==> src/rtl/unsign_to_float.sv <==
// Unsigned fixed-point (DIN_WIDTH, DIN_POINT) to IEEE-754 single converter.
// Four-stage datapath plus output hold register; ROUND_NEAREST_EN selects RNE, else truncate.
module unsign_to_float #(
  parameter int DIN_WIDTH = 32,
  parameter int DIN_POINT = 16
) (
  input  logic                 clk,
  input  logic                 rst_n,
  input  logic [DIN_WIDTH-1:0] din,
  input  logic                 din_valid,
  output logic [31:0]          dout,
  output logic                 dout_valid,
  output logic                 dout_inexact
);

  localparam int EW = DIN_WIDTH + 25;

  // S1: input register
  logic [DIN_WIDTH-1:0] din1_q;
  logic                 v1_q;

  // S2: leading-one position and zero detect
  logic [6:0]           msb2_d, msb2_q;
  logic                 nz2_d, nz2_q;
  logic [DIN_WIDTH-1:0] din2_q;
  logic                 v2_q;

  // S3: normalized mantissa with guard/sticky
  logic [6:0]    shift3;
  logic [EW-1:0] ext3;
  logic [9:0]    exp3_full;
  logic [22:0]   mant3_d, mant3_q;
  logic          guard3_d, guard3_q;
  logic          sticky3_d, sticky3_q;
  logic [7:0]    exp3_d, exp3_q;
  logic          nz3_q, v3_q;

  // S4: rounded and packed result
  logic [22:0] mant4;
  logic [7:0]  exp4;
  logic [31:0] pack4_d, pack4_q;
  logic        inexact4_d, inexact4_q;
  logic        v4_q;

  logic [31:0] dout_q;
  logic        dout_inexact_q, dout_valid_q;

  always_comb begin
    msb2_d = '0;
    for (int i = 0; i < DIN_WIDTH; i++) begin
      if (din1_q[i]) msb2_d = 7'(i);
    end
    nz2_d = |din1_q;
  end

  // Shifting one past the leading one drops the hidden bit off the top.
  always_comb begin
    shift3    = 7'(DIN_WIDTH) - msb2_q;
    ext3      = {din2_q, 25'b0} << shift3;
    mant3_d   = ext3[EW-1 -: 23];
    guard3_d  = ext3[DIN_WIDTH+1];
    sticky3_d = |ext3[DIN_WIDTH:0];
    exp3_full = 10'd127 + 10'(msb2_q) - 10'(DIN_POINT);
    exp3_d    = exp3_full[7:0];
  end

`ifdef ROUND_NEAREST_EN
  logic        round_up4;
  logic [23:0] mant_sum4;

  always_comb begin
    round_up4 = guard3_q & (sticky3_q | mant3_q[0]);
    mant_sum4 = {1'b0, mant3_q} + 24'(round_up4);
    mant4     = mant_sum4[22:0];
    exp4      = exp3_q + 8'(mant_sum4[23]);
  end
`else
  always_comb begin
    mant4 = mant3_q;
    exp4  = exp3_q;
  end
`endif

  always_comb begin
    pack4_d    = nz3_q ? {1'b0, exp4, mant4} : 32'h0000_0000;
    inexact4_d = nz3_q & (guard3_q | sticky3_q);
  end

  always_ff @(posedge clk or negedge rst_n) begin
    if (!rst_n) begin
      din1_q         <= '0;
      v1_q           <= 1'b0;
      din2_q         <= '0;
      msb2_q         <= '0;
      nz2_q          <= 1'b0;
      v2_q           <= 1'b0;
      mant3_q        <= '0;
      guard3_q       <= 1'b0;
      sticky3_q      <= 1'b0;
      exp3_q         <= '0;
      nz3_q          <= 1'b0;
      v3_q           <= 1'b0;
      pack4_q        <= '0;
      inexact4_q     <= 1'b0;
      v4_q           <= 1'b0;
      dout_q         <= '0;
      dout_inexact_q <= 1'b0;
      dout_valid_q   <= 1'b0;
    end else begin
      din1_q     <= din;
      v1_q       <= din_valid;
      din2_q     <= din1_q;
      msb2_q     <= msb2_d;
      nz2_q      <= nz2_d;
      v2_q       <= v1_q;
      mant3_q    <= mant3_d;
      guard3_q   <= guard3_d;
      sticky3_q  <= sticky3_d;
      exp3_q     <= exp3_d;
      nz3_q      <= nz2_q;
      v3_q       <= v2_q;
      pack4_q    <= pack4_d;
      inexact4_q <= inexact4_d;
      v4_q       <= v3_q;
      dout_valid_q <= v4_q;
      if (v4_q) begin
        dout_q         <= pack4_q;
        dout_inexact_q <= inexact4_q;
      end
    end
  end

  assign dout         = dout_q;
  assign dout_valid   = dout_valid_q;
  assign dout_inexact = dout_inexact_q;

endmodule

==> config.mk <==
export PLATFORM = sky130hd
export DESIGN_NAME = unsign_to_float
export DESIGN_NICKNAME = d
export VERILOG_FILES = /design/src/rtl/unsign_to_float.sv
export SDC_FILE = /design/constraint.sdc
export NUM_CORES = 1
export LEC_CHECK = 0
export CORE_ASPECT_RATIO = 0.7
export CORE_MARGIN = 2
export CORE_UTILIZATION = 63
export CTS_BUF_LIST = sky130_fd_sc_hd__clkbuf_4
export CTS_CLUSTER_DIAMETER = 120
export DETAILED_ROUTE_END_ITERATION = 8
export PLACE_DENSITY = 0.95
export SLEW_MARGIN = 25
export SYNTH_ARGS = -nofsm -noshare
export SYNTH_HDL_FRONTEND = slang
export SYNTH_SLANG_ARGS = --single-unit
==> constraint.sdc <==
create_clock -name clk -period 6.75 [get_ports clk]
set_input_delay 0.675 -clock clk [delete_from_list [all_inputs] [get_ports clk]]
set_output_delay 0.675 -clock clk [all_outputs]
set_load 0.01 [all_outputs]
Word-level counts from Yosys, hierarchy flattened --
Index checks and enable logic that the tools add are counted.
Operators by class: multiplexer cells 32, divide/modulo/power cells 0, equality and inequality tests 0, order comparisons 0, reduce and logical (&&, ||, !) cells 2, bitwise operators 2, $mul 0, add/sub/neg operators 3, shift-type cells 1
Operators with widths (count):
- $mux W7 | 29
- $shl A57 B7 Y57 | 1
- $reduce_or A33 Y1 | 1
- $reduce_or A32 Y1 | 1
- $mux W31 | 1
- $add A7 B7 Y8 const A | 1
- $sub A8 B5 Y8 const B | 1
- $sub A6 B7 Y7 const A | 1
- $mux W2 | 1
- $and A1 B1 Y1 | 1
- $mux W1 | 1
- $or A1 B1 Y1 | 1
Storage, ports and cells: bits in writable memories 0, memories 0, word-level logic and storage cells 58, output and inout port bits 34, bits in read-only memories 0, register bits after elaboration 175, input port bits 35, latch bits 0

Logic depth before layout (Yosys ltp) --
Gate-level depths: netlist of the first run.
word-level depth 31, depth in mapped cells 14, gate-level depth less buffers 8

Worst setup path before layout of the first run --
No wires, ideal clock.
kind flip-flop to flip-flop, from reg msb2_q[0], to reg mant3_q[20], setup slack 4.346 ns, clock period less this slack 2.404 ns, arrival time 2.269 ns, buffers on the path 5, data required time 6.615 ns, library setup time 0.135 ns, stages on the path, launching flop included 13, cells stage by stage dfrtp_1 buf_6 inv_2 buf_6 buf_4 ha_1 buf_4 buf_6 mux2_4 o21ai_1 mux2i_1 mux2i_1 o22ai_1
On the way: cells in the longest elaborated chain, start to end 2
Ends and longest elaborated chain:
- start: declaration | line 23 | logic [6:0] msb2_d, msb2_q;
- start signal: assignment | line 113 | msb2_q <= msb2_d;
- $sub A6 B7 Y7 | line 58 | shift3 = 7'(DIN_WIDTH) - msb2_q;
- $shl A57 B7 Y57 | line 59 | ext3 = {din2_q, 25'b0} << shift3;
- named net ext3[54] | line 30 | logic [EW-1:0] ext3;
- end signal: assignment | line 116 | mant3_q <= mant3_d;
- end: declaration | line 32 | logic [22:0] mant3_d, mant3_q;
The timed path passes the listed nets, and every way through them passes these cells. A chain may end at the register's enable or synchronous reset.

Final worst setup path of the first run --
from reg msb2_q[0], to reg mant3_q[22]
Same word-level chain as after synthesis.

==> metrics.md, run 1 <==
| Metric | Value |
|---|---|
| Drt drc | 0 |
| Hold buffers post-CTS | 0 |
| Total gr overflow | 0 |
| CP max FO | 29 |
| Actual slew at the worst max-slew pin | between 0.9 and 1 ns |
| Dpl hpwl | 9770 um |
| First-pass GRT wire length | roughly 23000 um |
| Via/cell ratio | 5.65 |
| Maxcap violations | 0 |
| Number of flops mapped to enable cells by yosys | 0 |
| IO Count | 69 |
| Status | finished, final reports clean |
| Clock Latency Late Sink | about 0.56 ns |
| Area grow syn2layout | 13.4% |
| Setup TNS | 0 ns |
| DRC marker count from the first detailed-route iteration | 203 |
| Fmax | 0.260 GHz |
| Core Footprint | between 10000 and 15000 um^2 |
| Final setup fails | 0 |
| WL/cell | around 18 um |
| CTS sink count | 173 |
| Worst R2R Start | msb2_q[0]$_DFF_PN0_ |
| Peak VDD IR | 0.157 mV |
| Num rows | 32 |
| Ys Warns | 0 |
| Syn Nets | 593 |
| # nets final | roughly 650 |
| Crit path arrival time | 4.23 ns |
| Initial Util | 64.2% |
| GPL Wtd Cong | 0.886 |
| Worst slew margin | 34.3% |
| CP peak stage delay | between 1 and 1.5 ns |
| Total Wirelength | between 10000 and 15000 um |
| H-tree Lvls | 4 |
| Antenna-violating nets left | 0 |
| Worst hold path type | input port to async pin |
| Asr flop ratio synth | 100% |
| DIE WIDTH | around 130 um |
| PortBufs | between 60 and 70 |
| Synthesized area | between 7000 and 8000 um^2 |
| Type of origin of the critical path | register |
| CP Cell Sequence | inv_2 > ha_1 > buf_4 > mux2_4 > o21ai_1 > o211ai_1 > o21ai_1 > o22ai_1 |
| Top_reg_cell synth | dfrtp_1 |
| Final Cycle Share | a little under three fifths |
| Crit-path slowest cell | dfrtp_1 |
| Num CTS Buffers | 17 |
| Clock-pin slew on the worst setup and hold paths | 0.15 ns |
| Tmin final | between 3 and 4 ns |
| Multi-input gate area | approximately 2400 um^2 |
| Die area | about 12000 um^2 |
| Syn Area/Cell | ~13 um^2 |
| Clock Tree Root | clkbuf_4 |
| Leading area contributor after synthesis | dfrtp_1 |
| Antenna Cells | 0 |
| Die height | between 90 and 100 um |
| Share of cells above drive strength 1 | about 15% |
| Initial antenna violation count | 0 |
| TritonCTS clock tree | yes |
| FILL cells | approximately 740 |
| Pwr dens | 269 nW/um^2 |
| RSZ-0062 raised after global routing | false |
| Seq/Total Area, Yosys | 61.7% |
| Largest cells by area after synthesis | dfrtp_1 (62%), mux2i_1 (6.4%), mux2_2 (6.3%), and2_1 (2.8%), a21oi_1 (2.1%) |
| Fin. Hold Viols | 0 |
| Post-Syn Instances | roughly 560 |
| Setup CP Type | register to register |
| Slew Viols, Final | 0 |
| Crit path top cell by count | o21ai_1 |
| Post-CTS Setup Bufs | 0 |
| Share of the synthesized area in the top cell type | between 60% and 70% |
| Leakage power | 0.00341 uW |
| Worst setup EP type | register |
| Post-layout util | between 70 and 80% |
| Vias | roughly 4400 |
| Worst Path Required | approximately 7 ns |
| Clock Tree Buf Depth | 2 |
| FF/Latch Area | 4330 um^2 |
| Vias in the first global route | between 4000 and 5000 |
| Clock Skew | 0.0217 ns |
| Crit path from | msb2_q[0]$_DFF_PN0_ |
| Largest net degree at the start of global routing | 93 |
| GR Util All Layers | approximately a quarter |
| Post-CTS Resized | 0 |
| Length of the first detailed-routing pass in iterations | 4 |
| Register bit count reported by yosys | between 150 and 200 |
| Yosys cell types | 52 |
## critical path: cells and delay by family, from the launching register on
kind	cells	cell delay [ns]
mux	1	0.35
flops	1	1.01
fa+ha+maj	1	0.58
compound gates	4	0.87
buf+inv	2	0.86
## flip-flops by register name (all words and copies together) (netlist names), 5 cells and up
signal,cells
din1_q,32
din2_q,32
dout,31
exp3_q,8
mant3_q,23
msb2_q,5
pack4_q,31
## kinds of logic after synthesis
group,count (synthesis),synth area share [%]
simple gates,130,9.09
compound gates,107,9.23
xor+xnor,3,0.588
flops,173,61.7
buf+inv,49,3.97
fa+ha+maj,1,0.178
mux,93,15.2
other cells,1,0.0534
## area by class of cell
type | instances | area share (%)
clock buffers | 18 | 1.70
inverters | 18 | 0.849
clock inverters | 14 | 1.40
multi-input cells | 335 | 30.3
flip-flops and latches | 173 | 54.4
repair buffers | 72 | 8.96
well taps | 153 | 2.40
## power by group
part	leakage [uW]	internal [uW]	switching [uW]	total, uW
Clock	0.000121	156	360	516
Combinational	0.00130	210	200	411
Sequential	0.00199	1150	59.3	1210
## metal layers
metal	part of all wire (%)	GRT usage, %	vias up
met2	49	41.4	117
met4	1.5	8.15	0
met5	0	0	-
met1	45	36.7	2214
met3	4.4	5.37	17
li1	-	-	2078
## per-stage QoR
step / hold WS, ns / instances / instance area [um^2] / setup slack, ns / total power [uW]
2_1_floorplan: 0.331 / 557 / 7020 / 4.35 / 1460
3_3_place_gp: 0.333 / 751 / 7710 / 3.17 / 1620
3_5_place_dp: 0.336 / 751 / 7710 / 2.99 / 1640
4_1_cts: 0.182 / 783 / 7960 / 3.01 / 2150
5_1_grt: 0.191 / 783 / 7960 / 2.63 / 2250
6_report: 0.156 / 783 / 7960 / 2.91 / 2140
## cell usage after synthesis (all sizes together), types with 7 or more instances
| master | count |
|---|---|
| nor3 | 7 |
| nor4 | 8 |
| and2 | 31 |
| o22ai | 18 |
| dfrtp | 173 |
| inv | 18 |
| nand2 | 32 |
| nor2 | 38 |
| clkbuf | 9 |
| buf | 22 |
| a21oi | 29 |
| o21ai | 31 |
| mux2i | 46 |
| mux2 | 41 |
## path summary, 6_finish.rpt
kind	to	slack [ns]	cells after the start
min	pack4_q[19]$_DFF_PN0_	0.16	1
max in group asynchronous	din2_q[26]$_DFF_PN0_	5.43	2
min reg2reg	nz3_q$_DFF_PN0_	0.36	0
max reg2reg	mant3_q[22]$_DFF_PN0_	2.91	8
max	mant3_q[22]$_DFF_PN0_	2.91	8
min in group clk	nz3_q$_DFF_PN0_	0.36	0
## cells in the final DEF, fill, tap and decap left out, types with 8 or more instances in the layout
master,netlist,final
nand2_1,32,32
o21ai_0,18,18
and2_1,31,31
o22ai_1,18,18
nor2_1,38,38
clkbuf_4,0,18
a21oi_1,29,29
mux2i_1,45,45
mux2_2,39,39
o21ai_1,12,12
dfrtp_1,173,173
inv_1,15,15
nor4_1,8,8
clkdlybuf4s50_1,0,66
Power figures use the tool's default switching activity.
==> run 2, diff against run 1 <==
- CORE_UTILIZATION: 63 -> 53
- PLACE_DENSITY: 0.95 -> 0.88
- clock period: 6.75 -> 3.1 ns (I/O delays scaled with it)
==> metrics.md, run 2 (synthesis gave the netlist of run 1 again) <==
| Metric | Value |
|---|---|
| Status | finished, final reports clean |
| Setup CP Type | register to register |
| Non-filler cells, final | 801 (+2.3%) |
| Dpl cells | 768 (+2.3%) |
| IO Count | 69 (unchanged) |
| Antenna Cells | 0 (unchanged) |
| Final setup fails | 0 (unchanged) |
| DRC marker count from the first detailed-route iteration | 227 (+12%) |
| Initial Util | 53.8% (-10 points) |
| Clock Tree Buf Depth | 2 (unchanged) |
| Largest net degree at the start of global routing | 77 (-17%) |
| Most frequent cells in the layout | dfrtp_1 (173), clkdlybuf4s50_1 (66), mux2i_1 (45), mux2_2 (39), nor2_1 (38) |
| First-pass GRT wire length | 22800 um (-2.8%) |
| Fin. Hold Viols | 0 (unchanged) |
| Worst setup EP type | register |
| Num CTS Buffers | 17 (unchanged) |
| Most common cell after layout, fill and taps aside | dfrtp_1 |
| Total Wirelength | 13900 um (-1.6%) |
| Length of the first detailed-routing pass in iterations | 4 (unchanged) |
| TritonCTS clock tree | yes |
| WL/cell | 17.4 um (-3.8%) |
| Die height | 100 um (+8.6%) |
| Num rows | 35 (+9.4%) |
| H-tree Lvls | 4 (unchanged) |
| Die area | 14200 um^2 (+18%) |
| Clock Skew | 0.0274 ns (+0.00572 ns) |
| Vias in the first global route | 4371 (-3.1%) |
| Worst Path Required | 3.51 ns (-3.63 ns) |
| Final Cycle Share | 77.2% (+20 points) |
| Crit path arrival time | 2.80 ns (-1.43 ns) |
| # nets final | 658 (+0.77%) |
| GPL Wtd Cong | 0.875 (-1.2%) |
| DIE WIDTH | 142 um (+8.8%) |
| Via/cell ratio | 5.47 (-3.3%) |
| Maxcap violations | 0 (unchanged) |
| CTS sink count | 173 (unchanged) |
| Area grow syn2layout | 15.4% |
| Worst hold path type | input port to register |
| Slew Viols, Final | 0 (unchanged) |
| Clock Latency Late Sink | 0.56 ns (about the same) |
| Actual slew at the worst max-slew pin | 0.811 ns (-0.175 ns) |
| RSZ-0062 raised after global routing | false |
| PortBufs | 67 (unchanged) |
| Biggest regs | din1_q: 32 flops, din2_q: 32 flops |
| Initial antenna violation count | 0 (unchanged) |
| Tmin final | 2.39 ns (-1.45 ns) |
| Share of cells above drive strength 1 | 15.1% (+0.51 points) |
| Peak VDD IR | 0.306 mV (+95%) |
| Drt drc | 0 (unchanged) |
| Leakage power | 0.00348 uW (+2.2%) |
| Core Footprint | 13100 um^2 (+19%) |
| Worst slew margin | 45.9% (+12 points) |
| Setup TNS | 0 ns (unchanged) |
| Post-layout util | 62.1% (-11 points) |
| Fmax | 0.418 GHz (+60%) |
| Clock Tree Root | clkbuf_4 |
| Post-CTS Setup Bufs | 0 (unchanged) |
| Type of origin of the critical path | register |
| Vias | 4380 (-1.0%) |
| Pwr dens | 603 nW/um^2 (+120%) |
| Total gr overflow | 0 (unchanged) |
| Dpl hpwl | 9900 um (+1.3%) |
| CP max FO | 34 (+17%) |
| Antenna-violating nets left | 0 (unchanged) |
| Clock-pin slew on the worst setup and hold paths | 0.15 ns (about the same) |
| GR Util All Layers | 21.2% (-4.8 points) |
## run 2: changes by cell type in the layout (fill, tap and decap cells not counted), sizes merged
cell         delta
buf             +4
clkinvlp        -4
bufinv          +3
clkinv          +2
clkbuf          -1
dlygate4sd3     +1
## run 2: through the flow
stage	area (um^2)	total power, uW	setup slack [ns]	hold WS (ns)
final	8100	4890	0.706	0.167
after global routing	8100	5160	0.578	0.102
after CTS	8100	4940	0.762	0.126
after detailed placement	7780	3590	0.737	0.336
after global placement	7780	3560	0.780	0.331
after floorplan	7020	3180	0.696	0.0144
## run 2: critical path, stage by stage (launching register included)
cell and delay (ns):
dfrtp_1 0.43, inv_1 0.06, ha_1 0.31, buf_12 0.22, mux2_4 0.34, o21ai_1 0.41
mux2i_1 0.14, mux2i_1 0.22, nor2_1 0.12
## run 2: where the power goes
part / internal, uW / switching [uW] / leakage [uW]
Combinational: 468 / 440 / 0.00133
Clock: 572 / 780 / 0.000164
Sequential: 2510 / 119 / 0.00199
## run 2: per-layer routing
layer	vias to the layer above	track usage [%]	share of wire [%]
met5	-	0	0
met4	0	6.31	1.7
met3	18	5.20	4.9
met2	145	33.5	47
met1	2133	29.7	46
li1	2084	-	-
## run 2: area by class of cell
| cell class | instances | area [um^2] |
|---|---|---|
| clock buffer | 17 | 128 |
| sequential | 173 | 4330 |
| inverter | 18 | 67.6 |
| tap | 166 | 208 |
| multi-input combinational | 335 | 2410 |
| clock inverter | 15 | 183 |
| timing repair buffer | 77 | 774 |
| fill | 1011 | 4950 |
## run 2: repair_timing
item / 4_1_cts / 5_1_grt
endpoints found under the hold margin: 61 / 0
resized for setup: 0 / 0
hold buffers: 1 / 0
## run 2: path summary, 6_finish.rpt
check                      cells past startpoint  slack, ns                    end                 from
hold / removal                                 1       0.17   din1_q[23]$_DFF_PN0_              din[23]
max in group asynchronous                      3       1.93  mant3_q[10]$_DFF_PN0_                rst_n
hold reg to reg                                0       0.36         v3_q$_DFF_PN0_       v2_q$_DFF_PN0_
min in group asynchronous                      2       0.29   dout[26]$_DFFE_PN0P_                rst_n
setup reg to reg                               8       0.71   mant3_q[4]$_DFF_PN0_  msb2_q[1]$_DFF_PN0_
setup / recovery                               8       0.71   mant3_q[4]$_DFF_PN0_  msb2_q[1]$_DFF_PN0_
